**src/rtl/bumpy_state_ctrl_if.sv**
```systemverilog
// Bus for the bumpy movement controller: game/key/collision requests in,
// movement command and lives status out.
interface bumpy_state_ctrl_if;
  logic       game_start;
  logic       key_left;
  logic       key_right;
  logic       key_up;
  logic       key_down;
  logic       coll_left;
  logic       coll_right;
  logic       coll_top;
  logic       coll_hazard;
  logic [3:0] state;
  logic [2:0] lives;
  logic       game_over;

  modport master (
    output game_start, key_left, key_right, key_up, key_down,
    output coll_left, coll_right, coll_top, coll_hazard,
    input  state, lives, game_over
  );

  modport slave (
    input  game_start, key_left, key_right, key_up, key_down,
    input  coll_left, coll_right, coll_top, coll_hazard,
    output state, lives, game_over
  );
endinterface

```
**src/rtl/bumpy_state_ctrl.sv**
```systemverilog
// Frame-paced movement FSM for the bumpy sprite: keys, wall bounces, death and lives.
// Define BUMPY_CTRL_LIVES_EN to enable lives counting and game-over handling.
module bumpy_state_ctrl #(
  parameter int unsigned BOUNCE_FRAMES = 8,
  parameter int unsigned DASH_FRAMES   = 16,
  parameter int unsigned DIE_FRAMES    = 30,
  parameter int unsigned INIT_LIVES    = 3
) (
  input  logic               clk,
  input  logic               resetN,
  input  logic               startOfFrame,
  bumpy_state_ctrl_if.slave  bus
);

  localparam int unsigned MAX_AB     = (BOUNCE_FRAMES > DASH_FRAMES) ? BOUNCE_FRAMES : DASH_FRAMES;
  localparam int unsigned MAX_FRAMES = (MAX_AB > DIE_FRAMES) ? MAX_AB : DIE_FRAMES;
  localparam int unsigned CNT_RAW    = $clog2(MAX_FRAMES + 1);
  localparam int unsigned CNT_W      = (CNT_RAW < 5) ? 5 : CNT_RAW;

  typedef enum logic [3:0] {
    S_RESET        = 4'd0,
    S_IDLE         = 4'd1,
    S_LEFT         = 4'd2,
    S_RIGHT        = 4'd3,
    S_DOWN         = 4'd4,
    S_UP           = 4'd5,
    S_DIE          = 4'd6,
    S_BOUNCE_LEFT  = 4'd7,
    S_BOUNCE_RIGHT = 4'd8,
    S_BOUNCE_TOP   = 4'd9
  } state_t;

  state_t             state_q;
  logic [CNT_W-1:0]   frame_cnt;
  logic [CNT_W-1:0]   limit_m1;
  logic               sticky_left, sticky_right, sticky_top, sticky_hazard;
  logic               start_q;
  logic               eff_left, eff_right, eff_top, eff_hazard, eff_wall, eff_start;
  logic               start_ok, frame_last, in_bounce;
  logic               lives_left, game_over_w;

`ifdef BUMPY_CTRL_LIVES_EN
  logic [2:0] lives_q;
  logic       game_over_q;
  assign lives_left  = (lives_q != 3'd0);
  assign game_over_w = game_over_q;
  assign bus.lives     = lives_q;
  assign bus.game_over = game_over_q;
`else
  assign lives_left  = 1'b1;
  assign game_over_w = 1'b0;
  assign bus.lives     = 3'(INIT_LIVES);
  assign bus.game_over = 1'b0;
`endif

  assign bus.state = state_q;

  // A collision on the startOfFrame clk itself still counts for this frame.
  always_comb begin
    eff_left   = sticky_left   | bus.coll_left;
    eff_right  = sticky_right  | bus.coll_right;
    eff_top    = sticky_top    | bus.coll_top;
    eff_hazard = sticky_hazard | bus.coll_hazard;
    eff_wall   = eff_left | eff_right | eff_top;
    start_ok   = (state_q == S_RESET) || game_over_w;
    eff_start  = start_q | (bus.game_start & start_ok);
    in_bounce  = (state_q == S_BOUNCE_LEFT) || (state_q == S_BOUNCE_RIGHT) ||
                 (state_q == S_BOUNCE_TOP);
  end

  always_comb begin
    limit_m1 = '0;
    case (state_q)
      S_UP, S_DOWN:                               limit_m1 = CNT_W'(DASH_FRAMES - 1);
      S_DIE:                                      limit_m1 = CNT_W'(DIE_FRAMES - 1);
      S_BOUNCE_LEFT, S_BOUNCE_RIGHT, S_BOUNCE_TOP: limit_m1 = CNT_W'(BOUNCE_FRAMES - 1);
      default:                                    limit_m1 = '0;
    endcase
    frame_last = (frame_cnt == limit_m1);
  end

  always_ff @(posedge clk or negedge resetN) begin
    if (!resetN) begin
      state_q       <= S_RESET;
      frame_cnt     <= '0;
      sticky_left   <= 1'b0;
      sticky_right  <= 1'b0;
      sticky_top    <= 1'b0;
      sticky_hazard <= 1'b0;
      start_q       <= 1'b0;
`ifdef BUMPY_CTRL_LIVES_EN
      lives_q       <= 3'(INIT_LIVES);
      game_over_q   <= 1'b0;
`endif
    end else if (startOfFrame) begin
      sticky_left   <= 1'b0;
      sticky_right  <= 1'b0;
      sticky_top    <= 1'b0;
      sticky_hazard <= 1'b0;
      start_q       <= 1'b0;
      frame_cnt     <= frame_cnt + 1'b1;
      case (state_q)
        S_RESET: begin
          if (eff_start) begin
            state_q <= S_IDLE;
`ifdef BUMPY_CTRL_LIVES_EN
            lives_q     <= 3'(INIT_LIVES);
            game_over_q <= 1'b0;
`endif
          end
        end
        S_DIE: begin
          // Game over parks in Sdie; only a start request moves it on.
          if (game_over_w) begin
            if (eff_start) state_q <= S_RESET;
          end else if (frame_last) begin
            if (lives_left) begin
              state_q <= S_IDLE;
            end else begin
`ifdef BUMPY_CTRL_LIVES_EN
              game_over_q <= 1'b1;
`endif
            end
          end
        end
        default: begin
          if (eff_hazard) begin
            state_q   <= S_DIE;
            frame_cnt <= '0;
`ifdef BUMPY_CTRL_LIVES_EN
            lives_q   <= lives_left ? (lives_q - 3'd1) : 3'd0;
`endif
          end else if (eff_wall && !in_bounce) begin
            state_q   <= eff_top  ? S_BOUNCE_TOP :
                         eff_left ? S_BOUNCE_LEFT : S_BOUNCE_RIGHT;
            frame_cnt <= '0;
          end else begin
            case (state_q)
              S_IDLE: begin
                if (bus.key_left)       state_q <= S_LEFT;
                else if (bus.key_right) state_q <= S_RIGHT;
                else if (bus.key_up) begin
                  state_q   <= S_UP;
                  frame_cnt <= '0;
                end else if (bus.key_down) begin
                  state_q   <= S_DOWN;
                  frame_cnt <= '0;
                end
              end
              S_LEFT:  if (!bus.key_left)  state_q <= S_IDLE;
              S_RIGHT: if (!bus.key_right) state_q <= S_IDLE;
              S_UP, S_DOWN, S_BOUNCE_LEFT, S_BOUNCE_RIGHT, S_BOUNCE_TOP:
                if (frame_last) state_q <= S_IDLE;
              default: state_q <= S_RESET;
            endcase
          end
        end
      endcase
    end else begin
      sticky_left   <= sticky_left   | bus.coll_left;
      sticky_right  <= sticky_right  | bus.coll_right;
      sticky_top    <= sticky_top    | bus.coll_top;
      sticky_hazard <= sticky_hazard | bus.coll_hazard;
      start_q       <= start_q | (bus.game_start & start_ok);
    end
  end

endmodule

```
**src/flat_wrapper.sv**
```systemverilog
// flat-port wrapper written by rule: the top's interface ports become plain ports
module bumpy_state_ctrl_flat 
#(
  parameter int unsigned BOUNCE_FRAMES = 8,
  parameter int unsigned DASH_FRAMES   = 16,
  parameter int unsigned DIE_FRAMES    = 30,
  parameter int unsigned INIT_LIVES    = 3
)
  (clk, resetN, startOfFrame, bus_game_start, bus_key_left, bus_key_right, bus_key_up, bus_key_down, bus_coll_left, bus_coll_right, bus_coll_top, bus_coll_hazard, bus_state, bus_lives, bus_game_over);
  bumpy_state_ctrl_if bus_i ();
  input  logic clk;
  input  logic resetN;
  input  logic startOfFrame;
  input wire logic [$bits(bus_i.game_start)-1:0] bus_game_start;
  input wire logic [$bits(bus_i.key_left)-1:0] bus_key_left;
  input wire logic [$bits(bus_i.key_right)-1:0] bus_key_right;
  input wire logic [$bits(bus_i.key_up)-1:0] bus_key_up;
  input wire logic [$bits(bus_i.key_down)-1:0] bus_key_down;
  input wire logic [$bits(bus_i.coll_left)-1:0] bus_coll_left;
  input wire logic [$bits(bus_i.coll_right)-1:0] bus_coll_right;
  input wire logic [$bits(bus_i.coll_top)-1:0] bus_coll_top;
  input wire logic [$bits(bus_i.coll_hazard)-1:0] bus_coll_hazard;
  output wire logic [$bits(bus_i.state)-1:0] bus_state;
  output wire logic [$bits(bus_i.lives)-1:0] bus_lives;
  output wire logic [$bits(bus_i.game_over)-1:0] bus_game_over;
  assign bus_i.game_start = bus_game_start;
  assign bus_i.key_left = bus_key_left;
  assign bus_i.key_right = bus_key_right;
  assign bus_i.key_up = bus_key_up;
  assign bus_i.key_down = bus_key_down;
  assign bus_i.coll_left = bus_coll_left;
  assign bus_i.coll_right = bus_coll_right;
  assign bus_i.coll_top = bus_coll_top;
  assign bus_i.coll_hazard = bus_coll_hazard;
  assign bus_state = bus_i.state;
  assign bus_lives = bus_i.lives;
  assign bus_game_over = bus_i.game_over;
  bumpy_state_ctrl #(.BOUNCE_FRAMES(BOUNCE_FRAMES), .DASH_FRAMES(DASH_FRAMES), .DIE_FRAMES(DIE_FRAMES), .INIT_LIVES(INIT_LIVES)) u_core (.clk(clk), .resetN(resetN), .startOfFrame(startOfFrame), .bus(bus_i));
endmodule
```
**config.mk**
```make
export PLATFORM = sky130hd
export DESIGN_NAME = bumpy_state_ctrl_flat
export DESIGN_NICKNAME = d
export VERILOG_FILES = /design/src/rtl/bumpy_state_ctrl_if.sv /design/src/rtl/bumpy_state_ctrl.sv /design/src/flat_wrapper.sv
export SDC_FILE = /design/constraint.sdc
export NUM_CORES = 1
export LEC_CHECK = 0
export BUFFER_PORTS_ARGS = -buffer_cell sky130_fd_sc_hd__buf_2
export CAP_MARGIN = 10
export CORE_AREA = 10 10 57 59
export CTS_BUF_LIST = sky130_fd_sc_hd__clkbuf_4 sky130_fd_sc_hd__clkbuf_8 sky130_fd_sc_hd__clkbuf_16
export DETAILED_ROUTE_END_ITERATION = 6
export DIE_AREA = 0 0 67 69
export PLACE_DENSITY = 0.76
export SETUP_SLACK_MARGIN = 0.3
export SLEW_MARGIN = 20
export SYNTH_ARGS = -nofsm -noshare
export SYNTH_HDL_FRONTEND = slang
export SYNTH_SLANG_ARGS = --single-unit
```
**constraint.sdc**
```tcl
create_clock -name clk -period 2.57 [get_ports clk]
set_input_delay 0.514 -clock clk [delete_from_list [all_inputs] [get_ports clk]]
set_output_delay 0.514 -clock clk [all_outputs]
set_load 0.1 [all_outputs]
```
* Word-level counts from Yosys, hierarchy flattened *
Cells that the tools add are included.

operators by class
  add/subtract/negate cells = 1
  equal/unequal tests = 14
  multiplexer cells = 28
  bitwise gates (word level) = 8
  reductions and logical operators = 10

operator list
  kind                                                   count
  two-way mux 4 bit                                      12
  two-way mux 5 bit                                      8
  == test 4 x 3 -> 1 bit, second input constant          4
  one-hot mux 4 bit (4 select lines)                     1
  one-hot mux 5 bit (3 select lines)                     1
  inequality test 6 x 2 -> 1 bit, second input constant  2
  inequality test 9 x 5 -> 1 bit, second input constant  1
  == test 4 x 2 -> 1 bit, second input constant          2
  == test 4 bit, second input constant                   2
  one-hot mux 4 bit (2 select lines)                     1
  OR 1 bit                                               7
  adder 5 x 1 -> 5 bit, second input constant            1
  == test 5 bit                                          1
  two-way mux 1 bit                                      5
  AND reduction 5 bit                                    1
  OR reduction 5 bit                                     1
  == test 4 x 1 -> 1 bit, second input constant          1
  zero test 4 bit                                        1
  OR reduction 2 bit                                     2
  OR reduction 3 bit                                     1
  logical OR 1 bit                                       2
  inequality test 2 x 1 -> 1 bit, second input constant  1
  AND 1 bit                                              1
  logical AND 1 bit                                      1
  zero test 1 bit                                        1

storage, ports and cells
  register bits after elaboration = 14
  input bits = 12
  output and inout port bits = 8

* Longest topological paths before layout *
Gate-level depths: netlist of run 1.

  word-level depth = 9
  depth in mapped cells = 8
  depth with buffers taken out = 6

* Worst setup path after synthesis of run 1 *
No wires, ideal clock.

  path type = reg2reg
  start point = register u_core.state_q[2], in the netlist u_core.bus.state[2]
  end point = register u_core.state_q[1], in the netlist u_core.bus.state[1]
  setup time = 0.130 ns
  arrival = 2.319 ns
  slack = 0.121 ns
  stages on the path, launching flop included = 7
  path buffers = 0
  cells stage by stage = dfrtp_1 > nor2b_1 > mux2_2 > o22ai_1 > o211ai_1 > a41oi_1 > o22ai_1

on the way
  longest elaborated chain between the ends = 9
  elaborated cells between the ends (all ways) = 31
  classes of those cells = eq/ne: 14; mux: 6; bitwise: 2; reduce/logical: 9

RTL lines
  element                                                          RTL line                                                                 text
  start: declaration                                               bumpy_state_ctrl.sv:33                                                   state_t state_q;
  start signal: assignment                                         bumpy_state_ctrl.sv:134                                                  state_q <= eff_top ? S_BOUNCE_TOP :
  == test 4 bit, or another cell as far along                      bumpy_state_ctrl.sv:68, bumpy_state_ctrl.sv:73, bumpy_state_ctrl.sv:138
  OR reduction 3 bit / OR reduction 2 bit (equally long branches)  bumpy_state_ctrl.sv:73                                                   case (state_q)
  one-hot mux 5 bit (3 select lines)                               bumpy_state_ctrl.sv:73
  == test 5 bit                                                    bumpy_state_ctrl.sv:79                                                   frame_last = (frame_cnt == limit_m1);
  two-way mux 4 bit                                                --
  one-hot mux 4 bit (4 select lines)                               bumpy_state_ctrl.sv:138                                                  case (state_q)
  two-way mux 4 bit                                                bumpy_state_ctrl.sv:133                                                  end else if (eff_wall && !in_bounce) begin
  two-way mux 4 bit                                                bumpy_state_ctrl.sv:127                                                  if (eff_hazard) begin
  one-hot mux 4 bit (2 select lines)                               bumpy_state_ctrl.sv:102                                                  case (state_q)

Parallel ways exist; a longest one is shown, timed or not.
A chain may end at the register's enable or synchronous reset.

* Worst setup path after layout of run 1 *
  start point = register u_core.state_q[1], in the netlist u_core.bus.state[1]
  end point = register u_core.state_q[2], in the netlist u_core.bus.state[2]

The elaborated chain is that of the path after synthesis.

==> impl_table.tex, run 1 <==
\begin{tabular}{lr}
\hline
Metric & Value \\
\hline
\multicolumn{2}{l}{\textbf{Global routing}} \\
\quad Antenna violations before repair & 0 \\
\quad Busiest layer in global routing & met1 \\
\quad Global-route wire length before repair & 4890 um \\
\quad Met2 layer usage reported by global route & 18.1\% \\
\quad Global-route met1 utilization & 18.1\% \\
\quad Met3 Usage GRT & 2.90\% \\
\quad Total global-route track usage & 12.8\% \\
\quad Maximum number of pins on one net before global-route repair & 22 \\
\quad Number of global-route vias before repair & 1010 \\
\quad Leftover overflow at the end of global routing & 0 \\
\multicolumn{2}{l}{\textbf{Clock network}} \\
\quad Insertion delay of the later-clocked pin in the worst-skew pair & 0.28 ns \\
\quad Maximum clock insertion buffer count & 2 \\
\quad CTS tree & built \\
\quad Clock buffer count from CTS & 3 \\
\quad Resized cells post-CTS & 0 \\
\quad \# H-tree levels & 1 \\
\quad \# clock sinks & 14 \\
\quad Clock Pin Slew Worst Setup and Hold Paths & 0.08 ns \\
\quad Buffer type at the clock tree root & clkbuf\_4 \\
\multicolumn{2}{l}{\textbf{Floorplanning}} \\
\quad Placement Rows & 17 \\
\quad Starting utilization of the core area & 53.6\% \\
\quad DIE AREA & 4620 um2 \\
\quad Core outline area & $\sim$2100 um2 \\
\quad Die extent in x & 67 um \\
\quad Die H & 69 um \\
\quad Number of top-level pins & 20 \\
\multicolumn{2}{l}{\textbf{Synth}} \\
\quad Syn\_area\_per\_cell & 8.46 um2 \\
\quad Synthesized instance count & $\sim$140 \\
\quad Flops \& latches, synth & 14 \\
\quad Most used flip-flop cell after synthesis & dfrtp\_1 \\
\quad Count of warnings emitted by yosys & 0 \\
\quad Fraction of registers with async set/reset & 100\% \\
\quad Number of distinct standard cells referenced by the synthesized netlist & 47 \\
\quad Post-Syn Area & 1150 um2 \\
\quad Number of enable-type register cells in the synthesized netlist & 0 \\
\quad Portion of the post-synthesis area used by sequential elements & a little under a third \\
\multicolumn{2}{l}{\textbf{Cells and area}} \\
\quad Most common library cell in the layout ignoring fill and taps & nor2\_1 \\
\quad Area of combinational cells with multiple inputs & 711 um2 \\
\quad Share of post-route cells with drive strength above 1 & 23.8\% \\
\quad Filler cells & 193 \\
\quad Most used cells in the layout excluding fill and tap cells & 17 x nor2\_1, 15 x buf\_2, 11 x dfrtp\_1 \\
\quad Signed area change from the synthesized netlist to the final layout & 7.61\% \\
\quad Nets & 161 \\
\quad Number of antenna cells inserted & 0 \\
\quad Area taken by flip-flops and latches & 354 um2 \\
\multicolumn{2}{l}{\textbf{Worst setup path}} \\
\quad Maximum net fanout on the critical path & 21 \\
\quad Worst Path Arrival & $\sim$2.3 ns \\
\quad Setup Crit Path Kind & reg2reg \\
\quad Setup crit end kind & flip-flop \\
\quad Crit path required time & between 2 and 3 ns \\
\quad Critical R2R Capture & u\_core.bus.state[2]\$\_DFFE\_PN0P\_ \\
\quad Reg2Reg Setup Slack & 0.46 ns \\
\quad Startpoint type of the worst setup path & flip-flop \\
\quad Critical R2R Launch & u\_core.bus.state[1]\$\_DFFE\_PN0P\_ \\
\quad Cells on worst reg2reg path & 5 \\
\multicolumn{2}{l}{\textbf{Outcome}} \\
\quad Status & completed \\
\multicolumn{2}{l}{\textbf{Pwr}} \\
\quad Pwr/cell area & 1200 nW/um2 \\
\quad Switching power & 841 uW \\
\quad Worst-case vdd ir drop & between 0.6 and 0.7 mV \\
\quad Sequential Power Share & 28.6\% \\
\quad Part of the total power dissipated in the clock network & around a tenth \\
\quad Static leakage power & 0.523 nW \\
\quad Combinational group share of total power & 61.7\% \\
\quad Internal power consumption & 650 uW \\
\quad Switching power share of the total & 56.4\% \\
\multicolumn{2}{l}{\textbf{Placed design}} \\
\quad RD Place Congestion & 1.02 \\
\quad Count of buffers from port buffering & 15 \\
\quad Post-detail-place hpwl & 2100 um \\
\multicolumn{2}{l}{\textbf{Timing}} \\
\quad Worst clock skew on the final layout & 0.00318 ns \\
\quad Summed negative setup slack over all endpoints & 0 ns \\
\quad Fin crit share & 82.1\% \\
\quad Achievable frequency & 474 MHz \\
\quad WHS & between 0.1 and 0.15 ns \\
\quad Final Hold Viols & 0 \\
\quad Unrepaired setup endpoints after global routing & no \\
\quad Least-Margin Pin Slew & 0.800 ns \\
\quad Final number of max-transition violations & 0 \\
\quad Final-report setup violation count & 0 \\
\quad Tmin final & roughly 2.1 ns \\
\quad Remaining max-slew budget at the tightest pin & 46.2\% \\
\multicolumn{2}{l}{\textbf{Routing}} \\
\quad Total detailed-routing wirelength & 2790 um \\
\quad Detailed-router iteration count before antenna repair & 5 \\
\quad Mean number of vias per cell & 6.02 \\
\quad Residual antenna-violating net count after detailed routing & 0 \\
\quad Number of vias after detailed routing & approximately 1100 \\
\quad Final routed DRC violation total & 0 \\
\quad First-iteration detailed-routing DRC count & between 100 and 150 \\
\quad Routed length per placed instance & 15.9 um \\
\multicolumn{2}{l}{\textbf{Flow run}} \\
\quad Reported max-cap violation count & 0 \\
\multicolumn{2}{l}{\textbf{Min path}} \\
\quad Worst hold-check path type & in2async \\
\hline
\end{tabular}
cells in the mapped netlist (all sizes together) (3+ instances only):
cell type | count | area share, %
a21oi | 7 | 3.4
a31oi | 4 | 2.2
buf | 11 | 5.7
dfrtp | 14 | 30
inv | 5 | 1.6
nand2 | 7 | 2.3
nand2b | 4 | 2.8
nand3 | 3 | 1.3
nor2 | 17 | 5.5
nor2b | 3 | 1.6
nor3 | 7 | 3.0
o211ai | 4 | 3.0
o21ai | 8 | 3.5
o22ai | 5 | 3.3
o31ai | 4 | 3.0
xnor2 | 3 | 2.3
final cells by class:
class | count | share of cell area [%]
multi-input combinational | 107 | 57.4
tap | 28 | 2.83
sequential | 14 | 28.6
inverter | 5 | 1.52
timing repair buffer | 17 | 7.27
clock buffer | 4 | 2.42
power groups by stage:
stage | sequential, mW | combinational, mW | clock (mW)
final | 0.427 | 0.921 | 0.143
after global routing | 0.452 | 0.988 | 0.163
after CTS | 0.425 | 0.897 | 0.148
after detailed placement | 0.430 | 0.894 | 0
after global placement | 0.422 | 0.883 | 0
after floorplan | 0.538 | 0.628 | 0
flip-flops by register name (all words and copies together) (netlist names):
register	count
u_core.sticky_left	1
u_core.sticky_right	1
u_core.bus.state	4
u_core.start_q	1
u_core.sticky_hazard	1
u_core.frame_cnt	5
u_core.sticky_top	1
kinds of logic (layout without fill, tap and decap cells):
family / count (synthesis) / in the layout / synth area share [%]
xor gates and xnor gates: 3 / 3 / 2.28
adders and majority gates: 1 / 1 / 1.09
AOI/OAI and AO/OA: 48 / 48 / 33.4
and+or+nand+nor: 49 / 49 / 21.8
muxes: 2 / 2 / 1.85
other: 2 / 4 / 0.652
DFF: 14 / 14 / 30.4
buffers and inverters: 17 / 26 / 8.48
per-layer routing:
| metal | vias up | share of wire (%) |
|---|---|---|
| li1 | 527 | - |
| met1 | 482 | 47 |
| met2 | 40 | 45 |
| met3 | 5 | 6.8 |
| met4 | 0 | 1.5 |
| met5 | - | 0 |
worst max-delay path, cell delays in order (launching register included):
cell	delay, ns
dfrtp_2	0.55
or3b_1	0.58
a311oi_2	0.47
o41ai_2	0.15
a21oi_1	0.18
o22ai_2	0.08
worst max path at each step:
stage	startpoint	endpoint	slack, ns	cells past startpoint
2_1_floorplan	u_core.bus.state[0]$_DFFE_PN0P_	u_core.bus.state[2]$_DFFE_PN0P_	0.30	6
3_3_place_gp	bus_coll_top	u_core.bus.state[2]$_DFFE_PN0P_	0.28	7
3_5_place_dp	bus_coll_top	u_core.bus.state[2]$_DFFE_PN0P_	0.25	7
4_1_cts	u_core.bus.state[1]$_DFFE_PN0P_	u_core.bus.state[0]$_DFFE_PN0P_	0.36	6
5_1_grt	u_core.bus.state[1]$_DFFE_PN0P_	u_core.bus.state[1]$_DFFE_PN0P_	0.33	7
6_report	u_core.bus.state[1]$_DFFE_PN0P_	u_core.bus.state[2]$_DFFE_PN0P_	0.46	5
metrics by stage:
step	area, um2	setup slack (ns)	instances	total power, mW	util [%]
after global routing	1240	0.328	175	1.60	57.7
after detailed placement	1200	0.250	170	1.32	55.9
final	1240	0.461	175	1.49	57.7
after floorplan	1160	0.302	138	1.17	-
after global placement	1200	0.282	170	1.31	55.9
after CTS	1230	0.358	174	1.47	57.3
timing repair:
action,4_1_cts,5_1_grt
setup endpoints to repair,0,4
buffers inserted,0,1
hold buffers,0,0
(Power assumes the default switching activity.)
==> run 2, diff against run 1 <==
- ABC_AREA: default -> 1
- CORE_AREA: 10 10 57 59 -> 10 10 58 60
- DIE_AREA: 0 0 67 69 -> 0 0 68 70
- PLACE_DENSITY: 0.76 -> 0.72
- clock period: 2.57 -> 1.9 ns (I/O delays scaled with it)
==> run 2 against run 1 <==
Net effect:
- non-clock buffer count rose by 10
- clock skew grew 0.00052 ns
- combinational power increased by 75%
- clock-buffer cell count is the same
- design area is 16% higher
- hold slack improved by 0.22 ns
- flip-flop and latch count stayed put
- highest routed layer unchanged
==> impl_table.tex, run 2 <==
\begin{tabular}{lr}
\hline
Metric & Value \\
\hline
\multicolumn{2}{l}{\textbf{Worst setup path}} \\
\quad Setup Crit Path Kind & reg2reg \\
\quad Critical R2R Capture & u\_core.bus.state[3]\$\_DFFE\_PN0P\_ \\
\quad CP max stage cell & dfrtp\_4 \\
\quad Worst setup path end & u\_core.bus.state[3]\$\_DFFE\_PN0P\_ \\
\quad Setup crit end kind & flip-flop \\
\quad Startpoint type of the worst setup path & flip-flop \\
\quad Critical path origin & u\_core.bus.state[1]\$\_DFFE\_PN0P\_ \\
\quad Critical R2R Launch & u\_core.bus.state[1]\$\_DFFE\_PN0P\_ \\
\quad Reg2Reg Setup Slack & 0.25 ns \\
\quad Maximum net fanout on the critical path & 5 \\
\quad CP max stage delay & 0.54 ns \\
\quad Worst Path Arrival & approximately 1.9 ns \\
\quad Cells on worst reg2reg path & 9 \\
\quad Crit path required time & 2.12 ns \\
\quad Critical Path, Cell by Cell & inv\_6 -> nor2\_4 -> nand2\_2 -> buf\_4 -> inv\_1 -> nor3\_2 -> nand2\_1 -> or2\_1 -> o21ai\_2 \\
\multicolumn{2}{l}{\textbf{Synth}} \\
\quad Ranking of synthesized cells by instance count & 38 x nand2\_1, 19 x inv\_1, 19 x nor2\_1 \\
\quad Top-count cell post-synth & nand2\_1 \\
\quad Most used flip-flop cell after synthesis & dfrtp\_1 \\
\quad Count of warnings emitted by yosys & 0 \\
\quad Synthesized instance count & between 150 and 200 \\
\quad Cells taking the most area after synthesis & dfrtp\_1 33\%, nand2\_1 13\%, nand3\_1 7.5\% \\
\quad Fraction of registers with async set/reset & 100\% \\
\quad Number of distinct standard cells referenced by the synthesized netlist & 31 \\
\quad Area share of the largest cell type after synthesis & 33.0\% \\
\quad Post-Syn Area & approximately 1100 um2 \\
\quad Portion of the post-synthesis area used by sequential elements & 33.0\% \\
\quad Flops \& latches, synth & 14 \\
\quad Number of enable-type register cells in the synthesized netlist & 0 \\
\quad Syn\_area\_per\_cell & 6.90 um2 \\
\quad Library cell with the largest summed area after synthesis & dfrtp\_1 \\
\multicolumn{2}{l}{\textbf{Cells and area}} \\
\quad Non-filler instance count after layout & 212 \\
\quad Share of post-route cells with drive strength above 1 & between 40\% and 50\% \\
\quad Signed area change from the synthesized netlist to the final layout & 35.2\% \\
\quad Number of antenna cells inserted & 0 \\
\quad Most common library cell in the layout ignoring fill and taps & nand2\_1 \\
\quad Most flop-heavy register & u\_core.frame\_cnt \\
\quad Nets & just under 200 \\
\quad Largest register FFs & 5 \\
\quad Most used cells in the layout excluding fill and tap cells & 29 x nand2\_1, 18 x nor2\_1, 17 x inv\_1 \\
\multicolumn{2}{l}{\textbf{Pwr}} \\
\quad Static leakage power & 0.725 nW \\
\quad Switching power share of the total & 55.7\% \\
\quad Final total power & approximately 2.3 mW \\
\quad Pwr/cell area & 1630 nW/um2 \\
\quad Combinational group share of total power & 68.6\% \\
\quad Part of the total power dissipated in the clock network & 9.3\% \\
\quad Sequential Power Share & 22.1\% \\
\quad Worst-case vdd ir drop & 0.842 mV \\
\quad Internal power consumption & 1.04 mW \\
\quad Switching power & 1.31 mW \\
\multicolumn{2}{l}{\textbf{Timing}} \\
\quad Unrepaired setup endpoints after global routing & yes \\
\quad Summed negative setup slack over all endpoints & 0 ns \\
\quad WHS & 0.330 ns \\
\quad Final Hold Viols & 0 \\
\quad Final number of max-transition violations & 0 \\
\quad Fin crit share & slightly below 90\% \\
\quad Achievable frequency & about 600 MHz \\
\quad Min setup slack post-route & 0.252 ns \\
\quad Worst clock skew on the final layout & 0.00370 ns \\
\quad Final-report setup violation count & 0 \\
\quad Tmin final & roughly 1.6 ns \\
\multicolumn{2}{l}{\textbf{Clock network}} \\
\quad Buffer type at the clock tree root & clkbuf\_4 \\
\quad Clock buffer count from CTS & 3 \\
\quad \# clock sinks & 14 \\
\quad Maximum clock insertion buffer count & 2 \\
\quad Clock Pin Slew Worst Setup and Hold Paths & 0.09 ns \\
\quad \# H-tree levels & 1 \\
\quad Insertion delay of the later-clocked pin in the worst-skew pair & 0.28 ns \\
\quad CTS tree & built \\
\multicolumn{2}{l}{\textbf{Placed design}} \\
\quad Place WS & around 0.27 ns \\
\quad RD Place Congestion & 0.979 \\
\quad Count of buffers from port buffering & 15 \\
\quad Placed cell count & 196 \\
\quad Post-detail-place hpwl & 2010 um \\
\multicolumn{2}{l}{\textbf{Global routing}} \\
\quad Number of global-route vias before repair & 1001 \\
\quad Busiest layer in global routing & met2 \\
\quad Global-route wire length before repair & 4600 um \\
\quad Leftover overflow at the end of global routing & 0 \\
\quad Maximum number of pins on one net before global-route repair & 15 \\
\quad Total global-route track usage & around an eighth \\
\quad Met2 layer usage reported by global route & 19.8\% \\
\quad Global-route met1 utilization & 14.6\% \\
\quad Antenna violations before repair & 0 \\
\quad Met3 Usage GRT & 1.75\% \\
\multicolumn{2}{l}{\textbf{Outcome}} \\
\quad Status & completed \\
\multicolumn{2}{l}{\textbf{Routing}} \\
\quad Number of vias after detailed routing & 1064 \\
\quad Final routed DRC violation total & 0 \\
\quad Detailed-router iteration count before antenna repair & 4 \\
\quad Total detailed-routing wirelength & 2870 um \\
\quad Mean number of vias per cell & 5.02 \\
\quad First-iteration detailed-routing DRC count & 35 \\
\quad Residual antenna-violating net count after detailed routing & 0 \\
\quad Routed length per placed instance & roughly 14 um \\
\multicolumn{2}{l}{\textbf{Floorplanning}} \\
\quad Die H & 70 um \\
\quad DIE AREA & about 4800 um2 \\
\quad Placement Rows & 18 \\
\quad Core outline area & about 2300 um2 \\
\quad Starting utilization of the core area & 45.4\% \\
\quad Die extent in x & 68 um \\
\quad Number of top-level pins & 20 \\
\multicolumn{2}{l}{\textbf{Flow run}} \\
\quad Reported max-cap violation count & 0 \\
\multicolumn{2}{l}{\textbf{Min path}} \\
\quad Worst hold-check path type & in2reg \\
\hline
\end{tabular}
[run 2: cell types whose count changed after synthesis, moves of 4 or more]
cell	previous run	this run
nor3_1	7	1
o22ai_1	4	0
buf_2	7	0
inv_2	0	4
inv_1	5	19
nand2_1	7	38
nand3_1	3	16
[run 2: worst max-delay path: cells and delay by family (launching register included)]
family,cells,cell delay (ns)
DFF,1,0.54
buffers and inverters,3,0.30
AOI/OAI and AO/OA,1,0.10
and+or+nand+nor,5,0.64
[run 2: repair_timing]
item	4_1_cts	5_1_grt
hold buffers	1	0
endpoints found under the setup margin	10	13
pin swaps	6	7
endpoints found under the hold margin	14	0
resized for setup	13	23
setup buffers	6	5
[run 2: power groups by stage]
stage | Clock, mW | Sequential (mW) | Combinational (mW)
after floorplan | 0 | 0.768 | 0.766
after global placement | 0 | 0.504 | 1.24
after detailed placement | 0 | 0.510 | 1.24
after CTS | 0.226 | 0.502 | 1.40
after global routing | 0.239 | 0.531 | 1.73
final | 0.219 | 0.518 | 1.61
[run 2: kinds of logic after synthesis]
logic type | Yosys count | share of synthesized area [%]
and+or+nand+nor | 92 | 43.1
xor gates and xnor gates | 1 | 0.825
AOI/OAI and AO/OA | 16 | 9.89
buffers and inverters | 28 | 11.3
other | 2 | 0.707
DFF | 14 | 33.0
adders and majority gates | 1 | 1.18
[run 2: area by class of cell]
class | count | area [um2]
multi-input cells | 114 | 717
flip-flops and latches | 14 | 365
fillers | 211 | 906
repair buffers | 27 | 179
well taps | 30 | 37.5
inverters | 23 | 101
clock buffers | 4 | 36.3
[run 2: through the flow]
stage / util (%) / instance area, um2
after floorplan: - / 1100
after global placement: 50.4 / 1180
after detailed placement: 50.4 / 1180
after CTS: 56.7 / 1330
after global routing: 61.3 / 1440
final: 61.3 / 1440
[run 2: worst min path at each step]
stage                                            endpoint       startpoint  slack, ns  cells after the start
after floorplan           u_core.frame_cnt[0]$_DFFE_PN0P_           resetN       0.08                      0
after global placement    u_core.bus.state[2]$_DFFE_PN0P_           resetN       0.30                      1
after detailed placement  u_core.bus.state[2]$_DFFE_PN0P_           resetN       0.30                      1
after CTS                  u_core.sticky_hazard$_DFF_PN0_  bus_coll_hazard       0.33                      3
after global routing         u_core.sticky_left$_DFF_PN0_    bus_coll_left       0.34                      3
final                        u_core.sticky_left$_DFF_PN0_    bus_coll_left       0.33                      3
[run 2: layer usage]
metal | up-vias | wire [um]
li1 | 536 | -
met1 | 507 | 1240
met2 | 17 | 1490
met3 | 4 | 101
met4 | 0 | 34
met5 | - | 0
==> run 3, diff against run 2 <==
- ABC_AREA: 1 -> default
- CORE_AREA: 10 10 58 60 -> 10 10 59 61
- DIE_AREA: 0 0 68 70 -> 0 0 69 71
- PLACE_DENSITY: 0.72 -> 0.74
==> run 3 against run 2 <==
Net effect:
- the run now ends with negative setup slack left
- flip-flop and latch count unchanged
- critical path type unchanged
- core utilization rose by 9.1 points
- largest power group unchanged
- wire length up 23%
==> impl_table.tex, run 3 (synthesis results as in run 1) <==
\begin{tabular}{lr}
\hline
Metric & Value \\
\hline
\multicolumn{2}{l}{\textbf{Timing}} \\
\quad Fin crit share & 100\% \\
\quad Min setup slack post-route & -0.00882 ns \\
\quad Remaining max-slew budget at the tightest pin & roughly 66\% \\
\quad Final Hold Viols & 0 \\
\quad Final-report setup violation count & 3 \\
\quad Summed negative setup slack over all endpoints & -0.0207 ns \\
\quad Worst clock skew on the final layout & 0.00549 ns \\
\quad Unrepaired setup endpoints after global routing & yes \\
\quad Tmin final & between 1.5 and 2 ns \\
\quad Final number of max-transition violations & 0 \\
\quad Least-Margin Pin Slew & 0.507 ns \\
\quad Achievable frequency & approximately 520 MHz \\
\multicolumn{2}{l}{\textbf{Routing}} \\
\quad Routed length per placed instance & roughly 17 um \\
\quad Mean number of vias per cell & 6.17 \\
\quad Total detailed-routing wirelength & 3520 um \\
\quad First-iteration detailed-routing DRC count & 81 \\
\quad Detailed-router iteration count before antenna repair & 4 \\
\quad Residual antenna-violating net count after detailed routing & 0 \\
\quad Final routed DRC violation total & 0 \\
\quad Number of vias after detailed routing & between 1000 and 1500 \\
\multicolumn{2}{l}{\textbf{Pwr}} \\
\quad Part of the total power dissipated in the clock network & $\sim$8\% \\
\quad Pwr/cell area & roughly 1700 nW/um2 \\
\quad Static leakage power & 0.716 nW \\
\quad Worst-case vdd ir drop & 1.34 mV \\
\quad Switching power share of the total & 49.1\% \\
\quad Internal power consumption & $\sim$1.5 mW \\
\quad Switching power & between 1 and 1.5 mW \\
\quad Sequential Power Share & 16.6\% \\
\quad Combinational group share of total power & 75.4\% \\
\multicolumn{2}{l}{\textbf{Cells and area}} \\
\quad Cell area after layout & 1680 um2 \\
\quad Largest register FFs & 5 \\
\quad Area taken by flip-flops and latches & around 360 um2 \\
\quad Most flop-heavy register & u\_core.frame\_cnt \\
\quad Nets & 188 \\
\quad Area of combinational cells with multiple inputs & 838 um2 \\
\quad Share of post-route cells with drive strength above 1 & between 40\% and 50\% \\
\quad Most common library cell in the layout ignoring fill and taps & buf\_4 \\
\quad Most used cells in the layout excluding fill and tap cells & 23 x buf\_4, 16 x nor2\_1, 11 x buf\_2 \\
\quad Number of antenna cells inserted & 0 \\
\quad Filler cells & approximately 190 \\
\quad Signed area change from the synthesized netlist to the final layout & 46.1\% \\
\multicolumn{2}{l}{\textbf{Global routing}} \\
\quad Number of global-route vias before repair & 1204 \\
\quad Antenna violations before repair & 0 \\
\quad Leftover overflow at the end of global routing & 0 \\
\quad Global-route wire length before repair & 5690 um \\
\quad Maximum number of pins on one net before global-route repair & 15 \\
\quad Total global-route track usage & 13.4\% \\
\multicolumn{2}{l}{\textbf{Clock network}} \\
\quad Clock buffer count from CTS & 3 \\
\quad Buffer type at the clock tree root & clkbuf\_4 \\
\quad CTS tree & built \\
\quad \# clock sinks & 14 \\
\quad Clock Pin Slew Worst Setup and Hold Paths & about 0.1 ns \\
\quad Insertion delay of the later-clocked pin in the worst-skew pair & 0.29 ns \\
\quad \# H-tree levels & 1 \\
\quad Maximum clock insertion buffer count & 2 \\
\multicolumn{2}{l}{\textbf{Placed design}} \\
\quad Placed Area & 1390 um2 \\
\quad Place WS & -0.262 ns \\
\quad Count of buffers from port buffering & 15 \\
\quad RD Place Congestion & 0.992 \\
\quad Post-detail-place hpwl & 2460 um \\
\multicolumn{2}{l}{\textbf{Worst setup path}} \\
\quad Critical R2R Capture & u\_core.bus.state[2]\$\_DFFE\_PN0P\_ \\
\quad Reg2Reg Setup Slack & -0.009 ns \\
\quad Cells on worst reg2reg path & 6 \\
\quad Maximum net fanout on the critical path & 6 \\
\quad Critical R2R Launch & u\_core.sticky\_top\$\_DFF\_PN0\_ \\
\quad Worst Path Arrival & 2.09 ns \\
\quad Crit path required time & 2.08 ns \\
\quad Setup crit end kind & flip-flop \\
\quad Startpoint type of the worst setup path & flip-flop \\
\quad Setup Crit Path Kind & reg2reg \\
\multicolumn{2}{l}{\textbf{Min path}} \\
\quad Hold Path Origin & bus\_coll\_left \\
\quad Hold Crit Endpoint & u\_core.sticky\_left\$\_DFF\_PN0\_ \\
\quad Number of cells on the worst hold path & 3 \\
\quad Worst hold-check path type & in2reg \\
\multicolumn{2}{l}{\textbf{Floorplanning}} \\
\quad Number of top-level pins & 20 \\
\quad Core outline area & between 2000 and 2500 um2 \\
\quad Die H & 71 um \\
\quad Die extent in x & 69 um \\
\quad Starting utilization of the core area & 48.2\% \\
\quad DIE AREA & 4900 um2 \\
\quad Placement Rows & 18 \\
\multicolumn{2}{l}{\textbf{Outcome}} \\
\quad Status & complete, but fails checks \\
\quad Failing checks & negative setup slack \\
\multicolumn{2}{l}{\textbf{Flow run}} \\
\quad Reported max-cap violation count & 0 \\
\hline
\end{tabular}
-- run 3: worst max-delay path: stages, from the launching register on --
cell and delay (ns):
dfrtp_1 0.39, or4_4 0.59, o211ai_4 0.24, a41oi_2 0.20, o31ai_4 0.15, a21o_1 0.16, o22ai_2 0.07
-- run 3: worst max-delay path by stage --
stage,startpoint,endpoint,slack [ns]
finish,u_core.sticky_top$_DFF_PN0_,u_core.bus.state[2]$_DFFE_PN0P_,-0.009
global route,u_core.sticky_top$_DFF_PN0_,u_core.frame_cnt[2]$_DFFE_PN0P_,-0.08
CTS,u_core.bus.state[3]$_DFFE_PN0P_,u_core.bus.state[1]$_DFFE_PN0P_,0.03
detailed placement,bus_coll_top,u_core.frame_cnt[4]$_DFFE_PN0P_,-0.26
global placement,bus_coll_top,u_core.bus.state[1]$_DFFE_PN0P_,-0.21
floorplan,u_core.bus.state[1]$_DFFE_PN0P_,u_core.bus.state[1]$_DFFE_PN0P_,-0.08
-- run 3: final cells by class --
class	count	area share, %
clock buffer	4	2.16
inverter	5	1.12
multi-input combinational	107	49.9
sequential	14	21.6
timing repair buffer	44	23.1
tap	30	2.23
-- run 3: per-layer routing --
layer  track usage, %  share of wire, %  wire length (um)
met4             4.03               1.4                49
met2             22.4                48              1700
met3             3.49               9.1               319
met5                0                 0                 0
met1             16.3                41              1450
-- run 3: what timing repair did --
| action | CTS | global route |
|---|---|---|
| pin swaps | 7 | 9 |
| setup buffers | 5 | 2 |
| hold buffers | 1 | 0 |
| gates cloned | 1 | 0 |
| hold endpoints to repair | 14 | 0 |
| resized for setup | 29 | 8 |
| endpoints found under the setup margin | 12 | 11 |
-- run 3: metrics by stage --
step           hold slack (ns)  std cells  power (mW)  util, %
2_1_floorplan           0.0844        138        1.66        -
3_3_place_gp             0.293        191        2.14     58.4
3_5_place_dp             0.301        191        2.15     58.4
4_1_cts                  0.331        202        2.74     68.9
5_1_grt                  0.350        204        3.01     70.4
6_report                 0.336        204        2.87     70.4
-- run 3: power groups by stage --
stage	Sequential, mW	Combinational [mW]	Clock [mW]
floorplan	0.755	0.908	0
global placement	0.452	1.69	0
detailed placement	0.455	1.70	0
CTS	0.463	2.05	0.232
global route	0.484	2.28	0.241
finish	0.477	2.16	0.229
